[src/rtl/riscv_multicycle_ctrl_if.sv]
// Control bundle between the multi-cycle controller and the RV32 datapath/data memory.
// master = controller side, slave = datapath/memory side.
interface riscv_multicycle_ctrl_if #(
  parameter int CNT_W = 32
);
  logic             run;
  logic [6:0]       opcode;
  logic [2:0]       funct3;
  logic [6:0]       funct7;
  logic             mem_ack;

  logic             branch;
  logic             jump;
  logic             mem_read;
  logic             mem_write;
  logic             mem_to_reg;
  logic             alu_src;
  logic             reg_write;
  logic [3:0]       alu_op;
  logic             pc_en;
  logic             mem_req;
  logic             trap;
  logic [1:0]       trap_cause;
  logic [CNT_W-1:0] retire_count;

  modport master (
    input  run, opcode, funct3, funct7, mem_ack,
    output branch, jump, mem_read, mem_write, mem_to_reg, alu_src, reg_write,
           alu_op, pc_en, mem_req, trap, trap_cause, retire_count
  );

  modport slave (
    output run, opcode, funct3, funct7, mem_ack,
    input  branch, jump, mem_read, mem_write, mem_to_reg, alu_src, reg_write,
           alu_op, pc_en, mem_req, trap, trap_cause, retire_count
  );
endinterface

[src/rtl/riscv_multicycle_ctrl.sv]
// Multi-cycle RV32 control FSM: FETCH->DECODE->EXEC->[MEM]->WB with a timed
// data-memory handshake, sticky trap reporting and a retired-instruction counter.
module riscv_multicycle_ctrl #(
  parameter int MEM_TIMEOUT = 16,
  parameter int CNT_W       = 32
) (
  input logic                     clk,
  input logic                     rst,
  riscv_multicycle_ctrl_if.master ctrl_io
);

  localparam int WCNT_W = (MEM_TIMEOUT > 2) ? $clog2(MEM_TIMEOUT) : 1;
  localparam logic [WCNT_W-1:0] WAIT_LAST = WCNT_W'(MEM_TIMEOUT - 1);

  localparam logic [3:0] ALU_ADD  = 4'd0;
  localparam logic [3:0] ALU_SUB  = 4'd1;
  localparam logic [3:0] ALU_AND  = 4'd2;
  localparam logic [3:0] ALU_OR   = 4'd3;
  localparam logic [3:0] ALU_XOR  = 4'd4;
  localparam logic [3:0] ALU_SLL  = 4'd5;
  localparam logic [3:0] ALU_SRL  = 4'd6;
  localparam logic [3:0] ALU_SRA  = 4'd7;
  localparam logic [3:0] ALU_SLT  = 4'd8;
  localparam logic [3:0] ALU_SLTU = 4'd9;

  localparam logic [6:0] OP_R    = 7'b0110011;
  localparam logic [6:0] OP_I    = 7'b0010011;
  localparam logic [6:0] OP_LW   = 7'b0000011;
  localparam logic [6:0] OP_SW   = 7'b0100011;
  localparam logic [6:0] OP_BEQ  = 7'b1100011;
  localparam logic [6:0] OP_JALR = 7'b1100111;
  localparam logic [6:0] F7_ALT  = 7'b0100000;

  typedef enum logic [2:0] {FETCH, DECODE, EXEC, MEM, WB, TRAP} state_e;
  typedef enum logic [2:0] {K_R, K_I, K_LW, K_SW, K_BEQ, K_JALR} kind_e;

  state_e             state_q, state_d;
  kind_e              kind_q, kind_d;
  logic [3:0]         aluOp_q, aluOp_d;
  logic [WCNT_W-1:0]  waitCnt_q, waitCnt_d;
  logic [1:0]         cause_q, cause_d;
  logic [CNT_W-1:0]   retire_q, retire_d;

  logic               decLegal;
  kind_e              decKind;
  logic [3:0]         decAluOp;
  logic               srcImm;

  // alt selects SUB/SRA over ADD/SRL on the two funct3 codes that share an encoding
  function automatic logic [3:0] aluFromF3(input logic [2:0] f3, input logic alt);
    logic [3:0] op;
    case (f3)
      3'b000:  op = alt ? ALU_SUB : ALU_ADD;
      3'b001:  op = ALU_SLL;
      3'b010:  op = ALU_SLT;
      3'b011:  op = ALU_SLTU;
      3'b100:  op = ALU_XOR;
      3'b101:  op = alt ? ALU_SRA : ALU_SRL;
      3'b110:  op = ALU_OR;
      default: op = ALU_AND;
    endcase
    return op;
  endfunction

  always_comb begin
    decLegal = 1'b0;
    decKind  = K_R;
    decAluOp = ALU_ADD;
    case (ctrl_io.opcode)
      OP_R: begin
        decKind  = K_R;
        decLegal = (ctrl_io.funct7 == 7'b0000000) ||
                   ((ctrl_io.funct7 == F7_ALT) &&
                    ((ctrl_io.funct3 == 3'b000) || (ctrl_io.funct3 == 3'b101)));
        decAluOp = aluFromF3(ctrl_io.funct3, ctrl_io.funct7 == F7_ALT);
      end
      OP_I: begin
        // funct7 is immediate bits here, so only SRAI honours the alternate encoding
        decKind  = K_I;
        decLegal = 1'b1;
        decAluOp = aluFromF3(ctrl_io.funct3,
                             (ctrl_io.funct3 == 3'b101) && (ctrl_io.funct7 == F7_ALT));
      end
      OP_LW: begin
        decKind  = K_LW;
        decLegal = (ctrl_io.funct3 == 3'b010);
      end
      OP_SW: begin
        decKind  = K_SW;
        decLegal = (ctrl_io.funct3 == 3'b010);
      end
      OP_BEQ: begin
        decKind  = K_BEQ;
        decLegal = (ctrl_io.funct3 == 3'b000);
        decAluOp = ALU_SUB;
      end
      OP_JALR: begin
        decKind  = K_JALR;
        decLegal = (ctrl_io.funct3 == 3'b000);
      end
      default: decLegal = 1'b0;
    endcase
  end

  always_ff @(posedge clk or posedge rst) begin
    if (rst) begin
      state_q   <= FETCH;
      kind_q    <= K_R;
      aluOp_q   <= ALU_ADD;
      waitCnt_q <= '0;
      cause_q   <= 2'b00;
      retire_q  <= '0;
    end else begin
      state_q   <= state_d;
      kind_q    <= kind_d;
      aluOp_q   <= aluOp_d;
      waitCnt_q <= waitCnt_d;
      cause_q   <= cause_d;
      retire_q  <= retire_d;
    end
  end

  always_comb begin
    state_d   = state_q;
    kind_d    = kind_q;
    aluOp_d   = aluOp_q;
    waitCnt_d = waitCnt_q;
    cause_d   = cause_q;
    retire_d  = retire_q;
    case (state_q)
      FETCH: begin
        if (ctrl_io.run) state_d = DECODE;
      end
      DECODE: begin
        if (decLegal) begin
          state_d = EXEC;
          kind_d  = decKind;
          aluOp_d = decAluOp;
        end else begin
          state_d = TRAP;
          cause_d = 2'b01;
        end
      end
      EXEC: begin
        if ((kind_q == K_LW) || (kind_q == K_SW)) begin
          state_d   = MEM;
          waitCnt_d = '0;
        end else begin
          state_d = WB;
        end
      end
      MEM: begin
        // an ack on the final allowed cycle still completes the access
        if (ctrl_io.mem_ack) begin
          state_d = WB;
        end else if (waitCnt_q == WAIT_LAST) begin
          state_d = TRAP;
          cause_d = 2'b10;
        end else begin
          waitCnt_d = waitCnt_q + WCNT_W'(1);
        end
      end
      WB: begin
        retire_d = retire_q + CNT_W'(1);
        state_d  = FETCH;
      end
      TRAP:    state_d = TRAP;
      default: state_d = FETCH;
    endcase
  end

  assign srcImm = (kind_q == K_I) || (kind_q == K_LW) || (kind_q == K_SW) || (kind_q == K_JALR);

  always_comb begin
    ctrl_io.branch     = 1'b0;
    ctrl_io.jump       = 1'b0;
    ctrl_io.mem_read   = 1'b0;
    ctrl_io.mem_write  = 1'b0;
    ctrl_io.mem_to_reg = 1'b0;
    ctrl_io.alu_src    = 1'b0;
    ctrl_io.reg_write  = 1'b0;
    ctrl_io.alu_op     = ALU_ADD;
    ctrl_io.pc_en      = 1'b0;
    ctrl_io.mem_req    = 1'b0;
    ctrl_io.trap       = 1'b0;
    case (state_q)
      EXEC: begin
        ctrl_io.alu_op  = aluOp_q;
        ctrl_io.alu_src = srcImm;
        ctrl_io.branch  = (kind_q == K_BEQ);
        ctrl_io.jump    = (kind_q == K_JALR);
      end
      MEM: begin
        ctrl_io.alu_op     = aluOp_q;
        ctrl_io.alu_src    = srcImm;
        ctrl_io.mem_req    = 1'b1;
        ctrl_io.mem_read   = (kind_q == K_LW);
        ctrl_io.mem_write  = (kind_q == K_SW);
        ctrl_io.mem_to_reg = (kind_q == K_LW);
      end
      WB: begin
        ctrl_io.alu_op     = aluOp_q;
        ctrl_io.alu_src    = srcImm;
        ctrl_io.branch     = (kind_q == K_BEQ);
        ctrl_io.jump       = (kind_q == K_JALR);
        ctrl_io.mem_to_reg = (kind_q == K_LW);
        ctrl_io.reg_write  = (kind_q == K_R) || (kind_q == K_I) || (kind_q == K_LW);
        ctrl_io.pc_en      = 1'b1;
      end
      TRAP:    ctrl_io.trap = 1'b1;
      default: ctrl_io.trap = 1'b0;
    endcase
  end

  assign ctrl_io.trap_cause   = cause_q;
  assign ctrl_io.retire_count = retire_q;

endmodule

[src/flat_wrapper.sv]
// flat-port wrapper written by rule: the top's interface ports become plain ports
module riscv_multicycle_ctrl_flat 
#(
  parameter int MEM_TIMEOUT = 16,
  parameter int CNT_W       = 32
)
  (clk, rst, ctrl_io_run, ctrl_io_opcode, ctrl_io_funct3, ctrl_io_funct7, ctrl_io_mem_ack, ctrl_io_branch, ctrl_io_jump, ctrl_io_mem_read, ctrl_io_mem_write, ctrl_io_mem_to_reg, ctrl_io_alu_src, ctrl_io_reg_write, ctrl_io_alu_op, ctrl_io_pc_en, ctrl_io_mem_req, ctrl_io_trap, ctrl_io_trap_cause, ctrl_io_retire_count);
  riscv_multicycle_ctrl_if #(.CNT_W(CNT_W)) ctrl_io_i ();
  input logic clk;
  input logic rst;
  input wire logic [$bits(ctrl_io_i.run)-1:0] ctrl_io_run;
  input wire logic [$bits(ctrl_io_i.opcode)-1:0] ctrl_io_opcode;
  input wire logic [$bits(ctrl_io_i.funct3)-1:0] ctrl_io_funct3;
  input wire logic [$bits(ctrl_io_i.funct7)-1:0] ctrl_io_funct7;
  input wire logic [$bits(ctrl_io_i.mem_ack)-1:0] ctrl_io_mem_ack;
  output wire logic [$bits(ctrl_io_i.branch)-1:0] ctrl_io_branch;
  output wire logic [$bits(ctrl_io_i.jump)-1:0] ctrl_io_jump;
  output wire logic [$bits(ctrl_io_i.mem_read)-1:0] ctrl_io_mem_read;
  output wire logic [$bits(ctrl_io_i.mem_write)-1:0] ctrl_io_mem_write;
  output wire logic [$bits(ctrl_io_i.mem_to_reg)-1:0] ctrl_io_mem_to_reg;
  output wire logic [$bits(ctrl_io_i.alu_src)-1:0] ctrl_io_alu_src;
  output wire logic [$bits(ctrl_io_i.reg_write)-1:0] ctrl_io_reg_write;
  output wire logic [$bits(ctrl_io_i.alu_op)-1:0] ctrl_io_alu_op;
  output wire logic [$bits(ctrl_io_i.pc_en)-1:0] ctrl_io_pc_en;
  output wire logic [$bits(ctrl_io_i.mem_req)-1:0] ctrl_io_mem_req;
  output wire logic [$bits(ctrl_io_i.trap)-1:0] ctrl_io_trap;
  output wire logic [$bits(ctrl_io_i.trap_cause)-1:0] ctrl_io_trap_cause;
  output wire logic [$bits(ctrl_io_i.retire_count)-1:0] ctrl_io_retire_count;
  assign ctrl_io_i.run = ctrl_io_run;
  assign ctrl_io_i.opcode = ctrl_io_opcode;
  assign ctrl_io_i.funct3 = ctrl_io_funct3;
  assign ctrl_io_i.funct7 = ctrl_io_funct7;
  assign ctrl_io_i.mem_ack = ctrl_io_mem_ack;
  assign ctrl_io_branch = ctrl_io_i.branch;
  assign ctrl_io_jump = ctrl_io_i.jump;
  assign ctrl_io_mem_read = ctrl_io_i.mem_read;
  assign ctrl_io_mem_write = ctrl_io_i.mem_write;
  assign ctrl_io_mem_to_reg = ctrl_io_i.mem_to_reg;
  assign ctrl_io_alu_src = ctrl_io_i.alu_src;
  assign ctrl_io_reg_write = ctrl_io_i.reg_write;
  assign ctrl_io_alu_op = ctrl_io_i.alu_op;
  assign ctrl_io_pc_en = ctrl_io_i.pc_en;
  assign ctrl_io_mem_req = ctrl_io_i.mem_req;
  assign ctrl_io_trap = ctrl_io_i.trap;
  assign ctrl_io_trap_cause = ctrl_io_i.trap_cause;
  assign ctrl_io_retire_count = ctrl_io_i.retire_count;
  riscv_multicycle_ctrl #(.MEM_TIMEOUT(MEM_TIMEOUT), .CNT_W(CNT_W)) u_core (.clk(clk), .rst(rst), .ctrl_io(ctrl_io_i));
endmodule
[config.mk]
export PLATFORM = sky130hd
export DESIGN_NAME = riscv_multicycle_ctrl_flat
export DESIGN_NICKNAME = d
export VERILOG_FILES = /design/src/rtl/riscv_multicycle_ctrl_if.sv /design/src/rtl/riscv_multicycle_ctrl.sv /design/src/flat_wrapper.sv
export SDC_FILE = /design/constraint.sdc
export NUM_CORES = 1
export LEC_CHECK = 0
export BUFFER_PORTS_ARGS = -buffer_cell sky130_fd_sc_hd__buf_4
export CAP_MARGIN = 10
export CORE_AREA = 2 2 71 73
export CTS_BUF_LIST = sky130_fd_sc_hd__clkbuf_4 sky130_fd_sc_hd__clkbuf_8 sky130_fd_sc_hd__clkbuf_16
export CTS_CLUSTER_SIZE = 14
export DETAILED_ROUTE_END_ITERATION = 6
export DIE_AREA = 0 0 73 75
export PLACE_DENSITY = 0.86
export SYNTH_ARGS = -nofsm -noshare
export SYNTH_HDL_FRONTEND = slang
export SYNTH_SLANG_ARGS = --single-unit
[constraint.sdc]
create_clock -name clk -period 2.98 [get_ports clk]
set_clock_uncertainty 0.1 [all_clocks]
set_input_delay 0.149 -clock clk [delete_from_list [all_inputs] [get_ports clk]]
set_output_delay 0.149 -clock clk [all_outputs]
set_load 0.1 [all_outputs]
# Yosys cells after proc, flatten, opt, wreduce, memory -nomap -nowiden
# Cells that the tools add are included.
[word_totals]
reg_bits = 48
out_inout_bits = 48
elab_cells = 98
[classes]
add_sub_neg = 2
n_eq_ne = 31
muxes = 34
n_reduce_logical = 25
[ops]
columns = ["cell", "count"]
rows = [
  ["4-bit case mux with 7 select lines", 2],
  ["32-bit by 1-bit adder with 32-bit output (second input constant)", 1],
  ["3-bit case mux with 5 select lines", 2],
  ["3-bit == test (second input constant)", 7],
  ["7-bit by 6-bit == test with 1-bit output (second input constant)", 3],
  ["3-bit by 2-bit == test with 1-bit output (second input constant)", 6],
  ["4-bit 2-to-1 mux", 4],
  ["3-bit 2-to-1 mux", 5],
  ["7-bit == test (second input constant)", 2],
  ["1-bit 2-to-1 mux", 14],
  ["4-bit case mux with 3 select lines", 1],
  ["3-bit by 1-bit == test with 1-bit output (second input constant)", 3],
  ["3-bit logical NOT", 3],
  ["1-bit logical OR", 8],
  ["2-bit inequality test (second input constant)", 4],
  ["4-bit case mux with 2 select lines", 1],
  ["4-bit AND reduction", 2],
  ["2-bit OR reduction", 4],
  ["7-bit by 2-bit == test with 1-bit output (second input constant)", 1],
  ["7-bit by 5-bit == test with 1-bit output (second input constant)", 1],
  ["7-bit logical NOT", 1],
  ["2-bit 2-to-1 mux", 3],
  ["4-bit by 1-bit adder with 4-bit output (second input constant)", 1],
  ["4-bit == test (second input constant)", 1],
  ["other kinds (8)", 12],
]

# Depth between registers and ports, before layout
[logic_depth]
word_depth = 7
ltp_mapped = 8
ltp_nobuf = 6

# Worst setup path before layout
# Ideal clock, no wire load.
[synth_timing]
path_type = "register to output"
from = "register u_core.state_q[2]"
to = "output ctrl_io_reg_write"
arrival_time_ns = 3.074
required_ns = 2.731
slack_ns = -0.343
stages_incl_launch_ff = 4
path_cell_list = "dfrtp_1 > clkbuf_1 > nand2_1 > a211oi_1"
[synth_between]
elab_chain_len = 2
[synth_lines]
columns = ["element", "line_no", "rtl"]
rows = [
  ["start: declaration", "riscv_multicycle_ctrl.sv:37", "state_e state_q, state_d;"],
  ["start signal: assignment", "riscv_multicycle_ctrl.sv:114", "state_q <= state_d;"],
  ["3-bit == test", "riscv_multicycle_ctrl.sv:186", "case (state_q)"],
  ["1-bit 2-to-1 mux", "riscv_multicycle_ctrl.sv:186", ""],
  ["end: declaration", "flat_wrapper.sv:22", "output wire logic [$bits(ctrl_io_i.reg_write)-1:0] ctrl_io_reg_write;"],
]
# No other way between the ends.

# Worst setup path after layout
[layout_timing]
from = "register u_core.state_q[2]"
to = "output ctrl_io_jump"
[layout_between]
elab_chain_len = 3
word_cells_on_any_way = 4
[layout_lines]
columns = ["element", "line_no", "rtl"]
rows = [
  ["3-bit == test or 3-bit by 2-bit == test with 1-bit output (tied branches)", "riscv_multicycle_ctrl.sv:186", ""],
  ["2-bit OR reduction (no line) *", "-", ""],
  ["1-bit 2-to-1 mux *", "-", ""],
  ["end: declaration", "flat_wrapper.sv:17", "output wire logic [$bits(ctrl_io_i.jump)-1:0] ctrl_io_jump;"],
]
# Every way passes the cells marked *; elsewhere a longest branch is shown, timed or not.

==> flow_summary_export.csv <==
group,metric,value,unit
pwr,power,2.256,mW
synthesis,ys_seq_elements,48,
synthesis,yosysUniqueCellTypes,47,
synthesis,syn_nets,273,
synthesis,netlist_instances,250,
detailed_routing,dr.pass1.iters,4,
placement,dp.cells,366,
flow_run,maxCapViolations,0,
critical_path,critPathSlowestCell,"dfrtp_1",
finish,mostFrequentLayoutCells,"buf_4, dfrtp_1, nor2_1",
timing,max_freq,0.4455,GHz
critical_path,cp-end-kind,"output pin",
timing,drv_slew,0,
clocking,ctsResizeCount,0,
pwr,ir_drop,0.0005465,V
min_path,min_path_type,"in -> reg",
synthesis,synth_warnings,0,
detailed_routing,vias,2119,
detailed_routing,drtIter0Drc,76,
floorplan,initial_core_util,54.47,%
critical_path,crit_buf_inv,1,
finish,antenna_cells,0,
min_path,min_from,"ctrl_io_mem_ack",
clocking,clk_pin_slew,0.10,ns
floorplan,die_height,75,µm
clocking,h-tree-depth,2,
pwr,switching_share,49.17,%
placement,place_ws,0.9229,ns
clocking,cts_tree,"yes",
finish,drive_above_1_share,29.28,%
timing,period_needed,2.244,ns
synthesis,avgSynthCellArea,10.15,µm²
critical_path,cpPeakStageDelay,0.52,ns
pwr,powerDensity,705.8,nW/µm²
clocking,cts_sinks,48,
timing,tns,0,ns
timing,hold_violations,0,
timing,slew_headroom,33.87,%
pwr,p_int,1.146,mW
min_path,whs_endpoint,"u_core.ctrl_io.trap_cause[1]$_DFFE_PP0P_",
placement,gp_congestion,0.8774,
synthesis,ys_seq_area_share,47.31,%
critical_path,path_class,"reg -> out",
clocking,cts_buffer_depth,2,
timing,whs,0.04111,ns
pwr,p_seq_share,37.1,%
floorplan,core,4661,µm²
critical_path,critPathArrivalTime,2.00,ns
floorplan,dieWidth,73,µm
detailed_routing,drc,0,
critical_path,r2r_start,"u_core.state_q[1]$_DFFE_PP0P_",
critical_path,path_cells,"nand2b_1 -> a211o_1 -> nor3_1 -> buf_4",
floorplan,num_rows,25,
pwr,power_switching,1.109,mW
floorplan,die_area,5475,µm²
critical_path,start_kind,"flop",
timing,grt_setup_unrepaired,"no",
min_path,hold_depth,3,
clocking,cts-root-buf,"clkbuf_8",
critical_path,cp_top_family,"flip-flops",
floorplan,ioPinCount,69,
global_routing,grt_overflow,0,
synthesis,mappedNetlistArea,2539,µm²
clocking,cts_made_buffers,5,
status,status,"complete, no violations",
pwr,leakage,1.541,nW
detailed_routing,final_antenna_net_count,0,
detailed_routing,wl,5439,µm
finish,area_delta_synth_final,25.87,%
finish,mostFrequentLayoutCell,"buf_4",
pwr,power_frac_comb,44.8,%
synthesis,synth-main-ff-cell,"dfrtp_1",
clocking,worstSkewPairLatency,0.32,ns
timing,finalWorstSetupSlack,0.7356,ns
pwr,clockPowerShare,18.1,%
global_routing,grt_max_degree,49,
critical_path,path_max_fanout,12,
critical_path,required,2.73,ns
finish,fin_area,3196,µm²
critical_path,worstRegToRegCells,5,
global_routing,grt_usage,21.01,%
timing,worst_pin_slew,0.9906,ns
finish,fin_nets,343,
timing,fin_crit_sh,75.32,%
timing,setup_viol,0,
detailed_routing,wire_per_inst,14.50,µm
detailed_routing,vias_per_cell,5.651,
finish,post-route-util,68.56,%
global_routing,antenna_found_initial,0,
synthesis,synth_edf_count,0,
finish,instances_no_fill,375,
placement,postPlaceCellArea,3093,µm²
placement,dp_hpwl,4076,µm
synthesis,synthArstFlopShare,100.0,%
critical_path,rrSetupSlack,0.90,ns
global_routing,grt_pass1_vias,1962,
global_routing,grt_pass1_wl,8832,µm
critical_path,rr_endpoint,"u_core.kind_q[1]$_DFFE_PP0P_",
placement,numPortBuffers,68,
worst max-delay path by stage:
stage / startpoint / endpoint / slack [ns] / cells after the start
floorplan: u_core.state_q[2]$_DFFE_PP0P_ / ctrl_io_branch / -0.34 / 4
global placement: u_core.state_q[0]$_DFFE_PP0P_ / u_core.ctrl_io.retire_count[24]$_DFFE_PP0P_ / 0.99 / 5
detailed placement: u_core.state_q[0]$_DFFE_PP0P_ / u_core.ctrl_io.retire_count[15]$_DFFE_PP0P_ / 0.92 / 5
CTS: u_core.state_q[2]$_DFFE_PP0P_ / ctrl_io_jump / 0.76 / 4
global route: u_core.waitCnt_q[0]$_DFFE_PP0P_ / ctrl_io_trap / 0.63 / 7
finish: u_core.state_q[2]$_DFFE_PP0P_ / ctrl_io_jump / 0.74 / 4
cell type report:
class | instances | area, µm²
fill | 371 | 1465
multi-input combinational | 184 | 1269
sequential | 48 | 1201
timing repair buffer | 69 | 520.5
clock buffer | 5 | 68.82
tap | 54 | 67.56
inverter | 12 | 45.04
clock inverter | 3 | 23.77
cell usage after synthesis (all sizes together) (5+ instances only):
cell type,instances,share of area (%)
xor2,13,4.5
nor2b,5,1.2
dfrtp,48,47
nand2,22,3.3
o21ai,5,0.99
nand2b,7,1.7
nor2,24,3.6
nor3,7,1.8
mux2,8,3.5
xnor2,22,7.6
nand3,15,3.0
inv,12,1.8
nand4,6,1.5
kinds of logic (layout without fill, tap and decap cells):
logic type               after synthesis  after routing  synth area share, %
AND/OR/NAND/NOR                      109            109                24.35
adder cells (fa/ha/maj)                2              2               0.9855
buffers and inverters                 18             89                3.105
XOR/XNOR                              35             35                12.07
flip-flops                            48             48                47.31
multiplexers                          10             10                4.337
AO/OA/AOI/OAI                         28             28                7.836
worst reg2reg max path: cells and delay by family (launching register included):
family,cells,cell delay [ns]
and+or+nand+nor,3,0.63
DFF,1,0.48
muxes,1,0.38
AOI/OAI and AO/OA,1,0.37
registers in the layout, indices dropped and copies added (netlist names):
signal                       count
u_core.waitCnt_q                 4
u_core.ctrl_io.trap_cause        2
u_core.ctrl_io.retire_count     32
u_core.state_q                   3
u_core.aluOp_q                   4
u_core.kind_q                    3
power groups by stage:
| stage | clock [mW] | combinational, mW | sequential (mW) |
|---|---|---|---|
| after global routing | 0.431 | 1.06 | 0.851 |
| after CTS | 0.411 | 1.02 | 0.834 |
| after floorplan | 0 | 0.561 | 1.09 |
| after global placement | 0 | 1.00 | 0.838 |
| final | 0.407 | 1.01 | 0.838 |
| after detailed placement | 0 | 1.01 | 0.848 |
layer usage:
metal | global-route usage [%] | vias up | wire length (µm)
li1 | - | 1011 | -
met1 | 24.59 | 1027 | 2265
met2 | 35.94 | 66 | 2735
met3 | 5.221 | 15 | 279
met4 | 10.70 | 0 | 159
met5 | 0 | - | 0
repair_timing:
| action | in CTS | in global routing |
|---|---|---|
| hold buffers | 1 | 0 |
| setup buffers | 0 | 0 |
| endpoints found under the hold margin | 19 | 0 |
(Power assumes the default switching activity.)
